$ cat config.mk
export PLATFORM = sky130hd
export DESIGN_NAME = dmem_bridge_flat
export DESIGN_NICKNAME = d
export VERILOG_FILES = /design/src/rtl/dmem_bridge_if.sv /design/src/rtl/dmem_bridge.sv /design/src/flat_wrapper.sv
export SDC_FILE = /design/constraint.sdc
export NUM_CORES = 1
export LEC_CHECK = 0
export CELL_PAD_IN_SITES_DETAIL_PLACEMENT = 1
export CELL_PAD_IN_SITES_GLOBAL_PLACEMENT = 2
export CORE_MARGIN = 2
export CORE_UTILIZATION = 29
export DETAILED_ROUTE_END_ITERATION = 8
export PLACE_DENSITY_LB_ADDON = 0.12
export SETUP_SLACK_MARGIN = 0.5
export SLEW_MARGIN = 20
export SYNTH_ARGS = -nofsm -noshare
export SYNTH_HDL_FRONTEND = slang
export SYNTH_SLANG_ARGS = --single-unit
export TNS_END_PERCENT = 1
$ cat constraint.sdc
create_clock -name clk -period 2.95 [get_ports clk]
set_input_delay 0.4425 -clock clk [delete_from_list [all_inputs] [get_ports clk]]
set_output_delay 0.4425 -clock clk [all_outputs]
set_load 0.02 [all_outputs]
$ cat src/rtl/dmem_bridge_if.sv
// Data-bus side of dmem_bridge: valid/ready request channel plus read-return channel.
// The bridge drives the request fields through the master modport. The SoC bus uses the slave modport.
interface dmem_bridge_if;
  logic        bus_valid;
  logic        bus_ready;
  logic        bus_we;
  logic [31:0] bus_addr;
  logic [31:0] bus_wdata;
  logic [3:0]  bus_wstrb;
  logic [31:0] bus_rdata;
  logic        bus_rvalid;

  modport master (
    output bus_valid, bus_we, bus_addr, bus_wdata, bus_wstrb,
    input  bus_ready, bus_rdata, bus_rvalid
  );

  modport slave (
    input  bus_valid, bus_we, bus_addr, bus_wdata, bus_wstrb,
    output bus_ready, bus_rdata, bus_rvalid
  );
endinterface

$ cat src/rtl/dmem_bridge.sv
// MEM-stage to SoC data-bus bridge: lane-aligned requests, RV32I load extension,
// pipeline stall generation, misalignment detection and bus timeout.
module dmem_bridge #(
  parameter int unsigned TIMEOUT = 16
) (
  input  logic          clk,
  input  logic          rst_n,
  input  logic          mem_re,
  input  logic          mem_we,
  input  logic [31:0]   addr,
  input  logic [31:0]   wdata,
  input  logic [2:0]    func3,
  output logic          stall,
  output logic [31:0]   load_data,
  output logic          misalign_err,
  output logic          bus_err,
  dmem_bridge_if.master bus
);

  typedef enum logic [1:0] {IDLE, REQ, WAIT_R, DONE} state_t;

  localparam logic [7:0] CNT_LAST = 8'(TIMEOUT - 1);

  state_t      state;
  logic [7:0]  cnt;
  logic [2:0]  f3_q;
  logic [1:0]  off_q;

  logic        req;
  logic        is_byte;
  logic        is_half;
  logic        aligned;
  logic        accept;
  logic [3:0]  st_strb;
  logic [31:0] st_data;
  logic [31:0] rd_b_sh;
  logic [31:0] rd_h_sh;
  logic [31:0] ld_next;

  always_comb begin
    req     = mem_re | mem_we;
    is_byte = (func3 == 3'b000) || (func3 == 3'b100);
    is_half = (func3 == 3'b001) || (func3 == 3'b101);
    aligned = is_byte || (is_half && !addr[0]) || (addr[1:0] == 2'b00);
    accept  = (state == IDLE) && req && aligned;

    stall        = accept || (state == REQ) || (state == WAIT_R);
    misalign_err = (state == IDLE) && req && !aligned;
  end

  // Store lane placement; the width decode is shared with loads, so unused codes act as W
  always_comb begin
    st_strb = 4'hF;
    st_data = wdata;
    if (is_byte) begin
      st_strb = 4'b0001 << addr[1:0];
      st_data = {4{wdata[7:0]}};
    end else if (is_half) begin
      st_strb = addr[1] ? 4'b1100 : 4'b0011;
      st_data = {2{wdata[15:0]}};
    end
  end

  always_comb begin
    rd_b_sh = bus.bus_rdata >> {off_q, 3'b000};
    rd_h_sh = bus.bus_rdata >> {off_q[1], 4'b0000};
    case (f3_q)
      3'b000:  ld_next = {{24{rd_b_sh[7]}}, rd_b_sh[7:0]};
      3'b100:  ld_next = {24'h0, rd_b_sh[7:0]};
      3'b001:  ld_next = {{16{rd_h_sh[15]}}, rd_h_sh[15:0]};
      3'b101:  ld_next = {16'h0, rd_h_sh[15:0]};
      default: ld_next = bus.bus_rdata;
    endcase
  end

  always_ff @(posedge clk or negedge rst_n) begin
    if (!rst_n) begin
      state         <= IDLE;
      cnt           <= '0;
      f3_q          <= '0;
      off_q         <= '0;
      bus.bus_valid <= 1'b0;
      bus.bus_we    <= 1'b0;
      bus.bus_addr  <= '0;
      bus.bus_wdata <= '0;
      bus.bus_wstrb <= '0;
      load_data     <= '0;
      bus_err       <= 1'b0;
    end else begin
      bus_err <= 1'b0;
      case (state)
        IDLE: begin
          if (accept) begin
            bus.bus_valid <= 1'b1;
            bus.bus_we    <= mem_we;
            bus.bus_addr  <= {addr[31:2], 2'b00};
            bus.bus_wdata <= mem_we ? st_data : wdata;
            bus.bus_wstrb <= mem_we ? st_strb : 4'hF;
            f3_q          <= func3;
            off_q         <= addr[1:0];
            cnt           <= '0;
            state         <= REQ;
          end
        end
        REQ: begin
          // A write handshake completes the access; a read handshake on the last budget cycle still times out
          if (bus.bus_ready && bus.bus_we) begin
            bus.bus_valid <= 1'b0;
            state         <= DONE;
          end else if (cnt == CNT_LAST) begin
            bus.bus_valid <= 1'b0;
            load_data     <= '0;
            bus_err       <= 1'b1;
            state         <= DONE;
          end else begin
            cnt <= cnt + 8'd1;
            if (bus.bus_ready) begin
              bus.bus_valid <= 1'b0;
              state         <= WAIT_R;
            end
          end
        end
        WAIT_R: begin
          if (bus.bus_rvalid) begin
            load_data <= ld_next;
            state     <= DONE;
          end else if (cnt == CNT_LAST) begin
            load_data <= '0;
            bus_err   <= 1'b1;
            state     <= DONE;
          end else begin
            cnt <= cnt + 8'd1;
          end
        end
        DONE:    state <= IDLE;
        default: state <= IDLE;
      endcase
    end
  end

endmodule

$ cat src/flat_wrapper.sv
// flat-port wrapper written by rule: the top's interface ports become plain ports
module dmem_bridge_flat 
#(
  parameter int unsigned TIMEOUT = 16
)
  (clk, rst_n, mem_re, mem_we, addr, wdata, func3, stall, load_data, misalign_err, bus_err, bus_bus_valid, bus_bus_we, bus_bus_addr, bus_bus_wdata, bus_bus_wstrb, bus_bus_ready, bus_bus_rdata, bus_bus_rvalid);
  dmem_bridge_if bus_i ();
  input  logic clk;
  input  logic rst_n;
  input  logic mem_re;
  input  logic mem_we;
  input  logic [31:0] addr;
  input  logic [31:0] wdata;
  input  logic [2:0] func3;
  output logic stall;
  output logic [31:0] load_data;
  output logic misalign_err;
  output logic bus_err;
  output wire logic [$bits(bus_i.bus_valid)-1:0] bus_bus_valid;
  output wire logic [$bits(bus_i.bus_we)-1:0] bus_bus_we;
  output wire logic [$bits(bus_i.bus_addr)-1:0] bus_bus_addr;
  output wire logic [$bits(bus_i.bus_wdata)-1:0] bus_bus_wdata;
  output wire logic [$bits(bus_i.bus_wstrb)-1:0] bus_bus_wstrb;
  input wire logic [$bits(bus_i.bus_ready)-1:0] bus_bus_ready;
  input wire logic [$bits(bus_i.bus_rdata)-1:0] bus_bus_rdata;
  input wire logic [$bits(bus_i.bus_rvalid)-1:0] bus_bus_rvalid;
  assign bus_bus_valid = bus_i.bus_valid;
  assign bus_bus_we = bus_i.bus_we;
  assign bus_bus_addr = bus_i.bus_addr;
  assign bus_bus_wdata = bus_i.bus_wdata;
  assign bus_bus_wstrb = bus_i.bus_wstrb;
  assign bus_i.bus_ready = bus_bus_ready;
  assign bus_i.bus_rdata = bus_bus_rdata;
  assign bus_i.bus_rvalid = bus_bus_rvalid;
  dmem_bridge #(.TIMEOUT(TIMEOUT)) u_core (.clk(clk), .rst_n(rst_n), .mem_re(mem_re), .mem_we(mem_we), .addr(addr), .wdata(wdata), .func3(func3), .stall(stall), .load_data(load_data), .misalign_err(misalign_err), .bus_err(bus_err), .bus(bus_i));
endmodule
==> results of run 1 <==
## cell usage after synthesis (2+ instances only)
cell type / number
a211o_1: 3
a211oi_1: 5
a21o_1: 8
a21oi_1: 24
a221oi_1: 6
a22o_1: 22
a31oi_1: 2
a32o_1: 4
a41oi_1: 2
and2_1: 3
and4_1: 3
buf_2: 9
buf_4: 2
buf_6: 2
clkbuf_1: 24
dfrtp_1: 116
ha_1: 5
inv_1: 9
mux2_1: 46
mux2_2: 2
mux2i_1: 28
nand2_1: 50
nand2b_1: 5
nand3_1: 3
nand4_1: 4
nor2_1: 17
nor2b_1: 12
nor3_1: 2
o21a_1: 2
o21ai_0: 44
o21ai_1: 13
o21bai_1: 2
o2bb2ai_1: 10
o311ai_0: 3
o31a_1: 2
o31ai_1: 5
or3_1: 5
## flip-flops by register name, indices dropped and copies added, names as in the netlist
signal,cells
u_core.bus.bus_wdata,32
u_core.load_data,32
u_core.bus.bus_addr,30
u_core.cnt,8
u_core.bus.bus_wstrb,4
u_core.f3_q,3
u_core.off_q,2
u_core.state,2
u_core.bus.bus_valid,1
u_core.bus.bus_we,1
u_core.bus_err,1
## timing repair
| action | 4_1_cts | 5_1_grt |
|---|---|---|
| pin swaps | 0 | 0 |
| endpoints found under the setup margin | 2 | 1 |
| resized for setup | 5 | 5 |
## power by group
group	total [W]	switching, W	internal (W)
clock	0.00214	0.000773	0.00137
sequential	0.00277	0.000469	0.00230
combinational	0.00458	0.00244	0.00214
## per-stage QoR
step / power, W / cells
2_1_floorplan: 0.005246 / 522
6_report: 0.009494 / 1000
3_5_place_dp: 0.007375 / 968
3_3_place_gp: 0.007257 / 968
5_1_grt: 0.01010 / 1000
4_1_cts: 0.009597 / 1000
## how the worst max path moves through the flow
stage	to	startpoint	cells after the start	slack, ps
floorplan	stall	u_core.state[0]	7	810
global placement	stall	addr[1]	5	260
detailed placement	stall	addr[1]	5	220
CTS	stall	u_core.state[0]	6	400
global route	stall	u_core.state[0]	6	500
finish	stall	addr[1]	5	550
## routing by layer
layer / global-route usage [%] / vias up
li1: - / 2323
met1: 22.86 / 2453
met2: 29.45 / 140
met3: 6.126 / 13
met4: 5.624 / 0
met5: 0 / -
## kinds of logic (layout without fill, tap and decap cells)
family,after synthesis,after routing,share of synthesized area [%]
buf+inv,48,261,3.828
mux,77,77,14.83
compound gates,162,162,19.27
other cells,1,2,0.06594
fa+ha+maj,5,5,1.100
flops,116,116,51.05
simple gates,112,112,9.857
## layout make-up
type                    instances  area (sq um)
clock buffers                  20         456.7
fillers                      2101         10680
inverters                       9         33.78
repair buffers                220          2192
multi-input cells             358          2587
flip-flops and latches        116          2904
well taps                     265         331.6
clock inverters                12         153.9
==> out/results.txt, run 1 <==
Hold Buf Count CTS: 0
maximum VDD drop: 0.0005648 V
ANT cells: 0
Critical Path Start Type: input port
f_max: 0.4173 GHz
Buf/Inv on CP: 2
Die H: 144.0 um
final setup TNS: 0 ps
Leak: 3.623 nW
RSZ-0062 raised after global routing: false
total grt overflow: 0
cell area after layout: 8660 sq um
ratio of final minimum period to clock period: 81.24%
# H-tree levels: 4
Hold WC Path Type: input port to asynchronous set/reset pin
Worst-Skew Late Latency: 410 ps
post-place instance area: 8035 sq um
Crit. End Element: output port
FFs w/ async S/R, synth: 100.0%
DRT Pass-1 Iters: 4
Synth cell types: 54
final setup violation count: 0
reg-to-reg slack, setup: 690 ps
Post-Synthesis Cells: 521
slew of the pin with the lowest slew margin: 770.3 ps
most common cell after layout, fill and taps aside: clkdlybuf4s50_1
synth warn: 0
crit path cell chain: clkdlybuf4s50_1 -> o21a_1 -> or3_4 -> nand2_1 -> clkdlybuf4s15_2
largest net degree at the start of global routing: 100
Placeable Area: 19330 sq um
width of the die: 144.0 um
predominant post-synthesis flop cell: dfrtp_1
vias in the first global route: 5179
Area contributors post-synth: dfrtp_1 51%, mux2_1 9.1%, mux2i_1 4.9%, o21ai_0 3.9%, a22o_1 3.4%
crit path kind: input port to output port
Syn Area/Cell: 10.91 sq um
drt total wl: 18480 um
final-report hold violation count: 0
Max Clock Skew: 7.503 ps
commonest cells after routing, fill and taps aside: 204 x clkdlybuf4s50_1, 115 x dfrtp_1, 50 x nand2_1
CP Data Arrival Time: 1950 ps
top-level port count: 210
root buf cell: clkbuf_16
number of max-cap violations: 0
layout cells sized above 1: 8.435%
Slowest cell on crit path: clkdlybuf4s50_1
number of synthesized register bits: 116
CTS tree: built
Setup WS post-layout: 553.5 ps
CTS clock-pin slew for the worst setup and hold paths: 60 ps
Slew HR: 48.54%
Worst Path Max Fanout: 5
CTS Buffer Depth: 2
utilization after layout: 44.79%
Final Net Count: 832
Setup Buffers After CTS: 0
synthesis-to-finish area growth: 52.28%
top cell type's share of synthesized area: 51.05%
Initial Util: 29.41%
sequential share of the synthesized area: 51.05%
row count: 51
antenna violations before repair: 0
All-Layer GR Usage: 18.13%
Die Footprint: 20750 sq um
pre-CTS setup slack: 215.8 ps
Post-Route M1 WL: 8045 um
r2r worst-path depth: 6
Post-synth EDFFs: 0
I/O Buffers: 207
family with the most delay on the worst path: buffers and inverters
worst reg2reg startpoint: u_core.off_q[1]
placed wire-length estimate: 13360 um
post-synth top area cell: dfrtp_1
Critical Path Max Stage Delay: 500 ps
R2R Path End: u_core.load_data[28]
CTS Buf Count: 17
DRC: 0
Fin Hold WS: 38.43 ps
Post-Syn Area: 5687 sq um
wire per inst: 18.48 um
first-pass GRT wire length: 28590 um
crit path time final: 2396 ps
routability cong.: 0.7779
post-route antenna net violation count: 0
Critical Path RT: 2510 ps
pwr/cell area: 1096 nW/um^2
Vias/cell: 4.929
TritonCTS Sinks: 116
Slew Limit Fails: 0
DR WL met2: 8813 um
Max Used Layer: met4
drt initial violations: 139
met3 WL: 1418 um
status: finished, final reports clean
routed vias: 4929
Note: power is estimated with default switching activity, not from simulation.
==> run 2, diff against run 1 <==
- CORE_UTILIZATION: 29 -> 24
- clock period: 2.95 -> 1.9 ns (I/O delays scaled with it)
==> run 2 against run 1 <==
The flow now finishes with violations (setup timing). First-iteration DRC count up 32%. Power up 58%. Sequential share of layout area down 1.7 points. Clock power up 50%. Register-to-register slack worse by 740 ps. Critical path type is now register to register.
==> out/results.txt, run 2 (synthesized netlist as in run 1, its figures left out) <==
Leak: 3.969 nW
final-report hold violation count: 0
Initial Util: 24.37%
violated checks: setup timing
Setup Buffers After CTS: 0
worst reg2reg startpoint: u_core.state[0]
Worst Path Max Fanout: 40
# fillers: 2560
DRT Pass-1 Iters: 4
Die H: 157.9 um
row count: 56
crit path kind: register to register
Die Footprint: 24940 sq um
Slowest cell on crit path: dfrtp_2
maximum VDD drop: 0.0006259 V
crit path cell chain: inv_2 -> ha_4 -> o21ai_2 -> or3_4 -> buf_4 -> buf_16 -> mux2_1
ratio of final minimum period to clock period: 102.4%
commonest cells after routing, fill and taps aside: 113 x dfrtp_1, 104 x clkdlybuf4s50_1, 47 x nand2_1
overall power: 0.01498 W
Placeable Area: 23330 sq um
final setup violation count: 31
Hold WC Path Type: input port to asynchronous set/reset pin
layout cells sized above 1: 28.94%
first-pass GRT wire length: 31290 um
TritonCTS Sinks: 116
utilization after layout: 39.18%
drt total wl: 20350 um
CTS Buffer Depth: 2
largest net degree at the start of global routing: 80
top-level port count: 210
status: finished, violations left
Critical Path Max Stage Delay: 410 ps
number of max-cap violations: 0
root buf cell: clkbuf_16
All-Layer GR Usage: 16.43%
routed vias: 5057
width of the die: 157.9 um
CP Data Arrival Time: 2240 ps
ANT cells: 0
most common cell after layout, fill and taps aside: dfrtp_1
CTS Buf Count: 17
CTS clock-pin slew for the worst setup and hold paths: 60 ps
synthesis-to-finish area growth: 60.75%
Vias/cell: 4.627
Critical Path RT: 2190 ps
antenna violations before repair: 0
post-route antenna net violation count: 0
start point of the critical path: u_core.state[0]
wire per inst: 18.62 um
Top Registers: u_core.bus.bus_wdata (32), u_core.load_data (32), u_core.bus.bus_addr (30)
Max Clock Skew: 8.542 ps
total grt overflow: 0
RSZ-0062 raised after global routing: true
# H-tree levels: 4
DRC: 0
crit path time final: 1945 ps
Worst-Skew Late Latency: 420 ps
drt initial violations: 183
placed wire-length estimate: 14750 um
Fin Hold WS: 317.0 ps
Post-Layout Cell Count: 1093
pwr/cell area: 1639 nW/um^2
Cells after DPL: 1059
Crit. End Element: register
CTS tree: built
Critical Path Start Type: register
post-place instance area: 8452 sq um
I/O Buffers: 207
r2r worst-path depth: 7
reg-to-reg slack, setup: -50 ps
Slew Limit Fails: 0
Final Net Count: 871
f_max: 0.5141 GHz
cell area after layout: 9141 sq um
vias in the first global route: 5486
Critical Path Sink: u_core.bus.bus_addr[12]
R2R Path End: u_core.bus.bus_addr[12]
Setup WS post-layout: -45.13 ps
routability cong.: 0.8128
-- run 2: cell count changes in the layout (fill, tap and decap cells not counted), sizes merged --
cell	previous run	this run
clkdlybuf4s50	204	104
buf	14	65
clkbuf	20	66
clkdlybuf4s15	1	42
dlygate4sd2	1	4
clkinvlp	6	4
bufinv	3	2
dlygate4sd3	0	1
dlymetal6s2s	0	1
inv	10	9
-- run 2: critical path: cells and delay by family (launching register included) --
kind,cells,cell delay [ps]
multiplexers,1,350
adder cells (fa/ha/maj),1,160
AND/OR/NAND/NOR,1,350
AO/OA/AOI/OAI,1,70
flip-flops,1,410
buffers and inverters,3,470
-- run 2: report_power, final --
group          internal, W  total (W)  switching (W)
logic              0.00327    0.00746        0.00418
registers          0.00358    0.00430       0.000717
clock network      0.00203    0.00322        0.00119
-- run 2: metrics by stage --
step | setup slack, ps | setup TNS, ps
3_5_place_dp | -380.8 | -22120
4_1_cts | -55.81 | -1139
2_1_floorplan | 105.0 | 0
5_1_grt | -108.8 | -3368
6_report | -45.13 | -596.9
3_3_place_gp | -340.1 | -16600
-- run 2: repair_timing --
item	in CTS	in global routing
gates resized for setup	285	87
endpoints found under the hold margin	18	0
cloned	0	1
endpoints found under the setup margin	219	177
hold buffers	1	0
pin swaps	55	18
-- run 2: how the worst min path moves through the flow --
| stage | slack (ps) | cells past startpoint | end | start |
|---|---|---|---|---|
| floorplan | -10 | 0 | u_core.bus.bus_addr[10] | rst_n |
| global placement | 210 | 1 | u_core.bus.bus_addr[11] | rst_n |
| detailed placement | 210 | 1 | u_core.bus.bus_addr[11] | rst_n |
| CTS | 320 | 2 | u_core.bus.bus_addr[11] | rst_n |
| global route | 320 | 2 | u_core.bus.bus_addr[10] | rst_n |
| finish | 320 | 2 | u_core.bus.bus_addr[11] | rst_n |
-- run 2: cell type report --
class	count	area, sq um	area share (%)
clock inverter	8	100.1	1.095
tap	319	399.1	4.366
multi-input combinational	358	2854	31.22
sequential	116	2907	31.80
clock buffer	24	481.7	5.270
timing repair buffer	259	2366	25.88
inverter	9	33.78	0.3696
-- run 2: layer usage --
layer / routed length, um / global-route usage [%] / vias to the layer above / share of wire, %
li1: - / - / 2385 / -
met1: 9047 / 20.57 / 2519 / 44
met2: 9901 / 27.81 / 137 / 49
met3: 1168 / 4.681 / 16 / 5.7
met4: 230 / 4.333 / 0 / 1.1
met5: 0 / 0 / - / 0
==> run 3, diff against run 2 <==
- SLEW_MARGIN: 20 -> not set
==> results of run 3 <==
No change in the layout: final DEF, timing and power equal those of run 2.
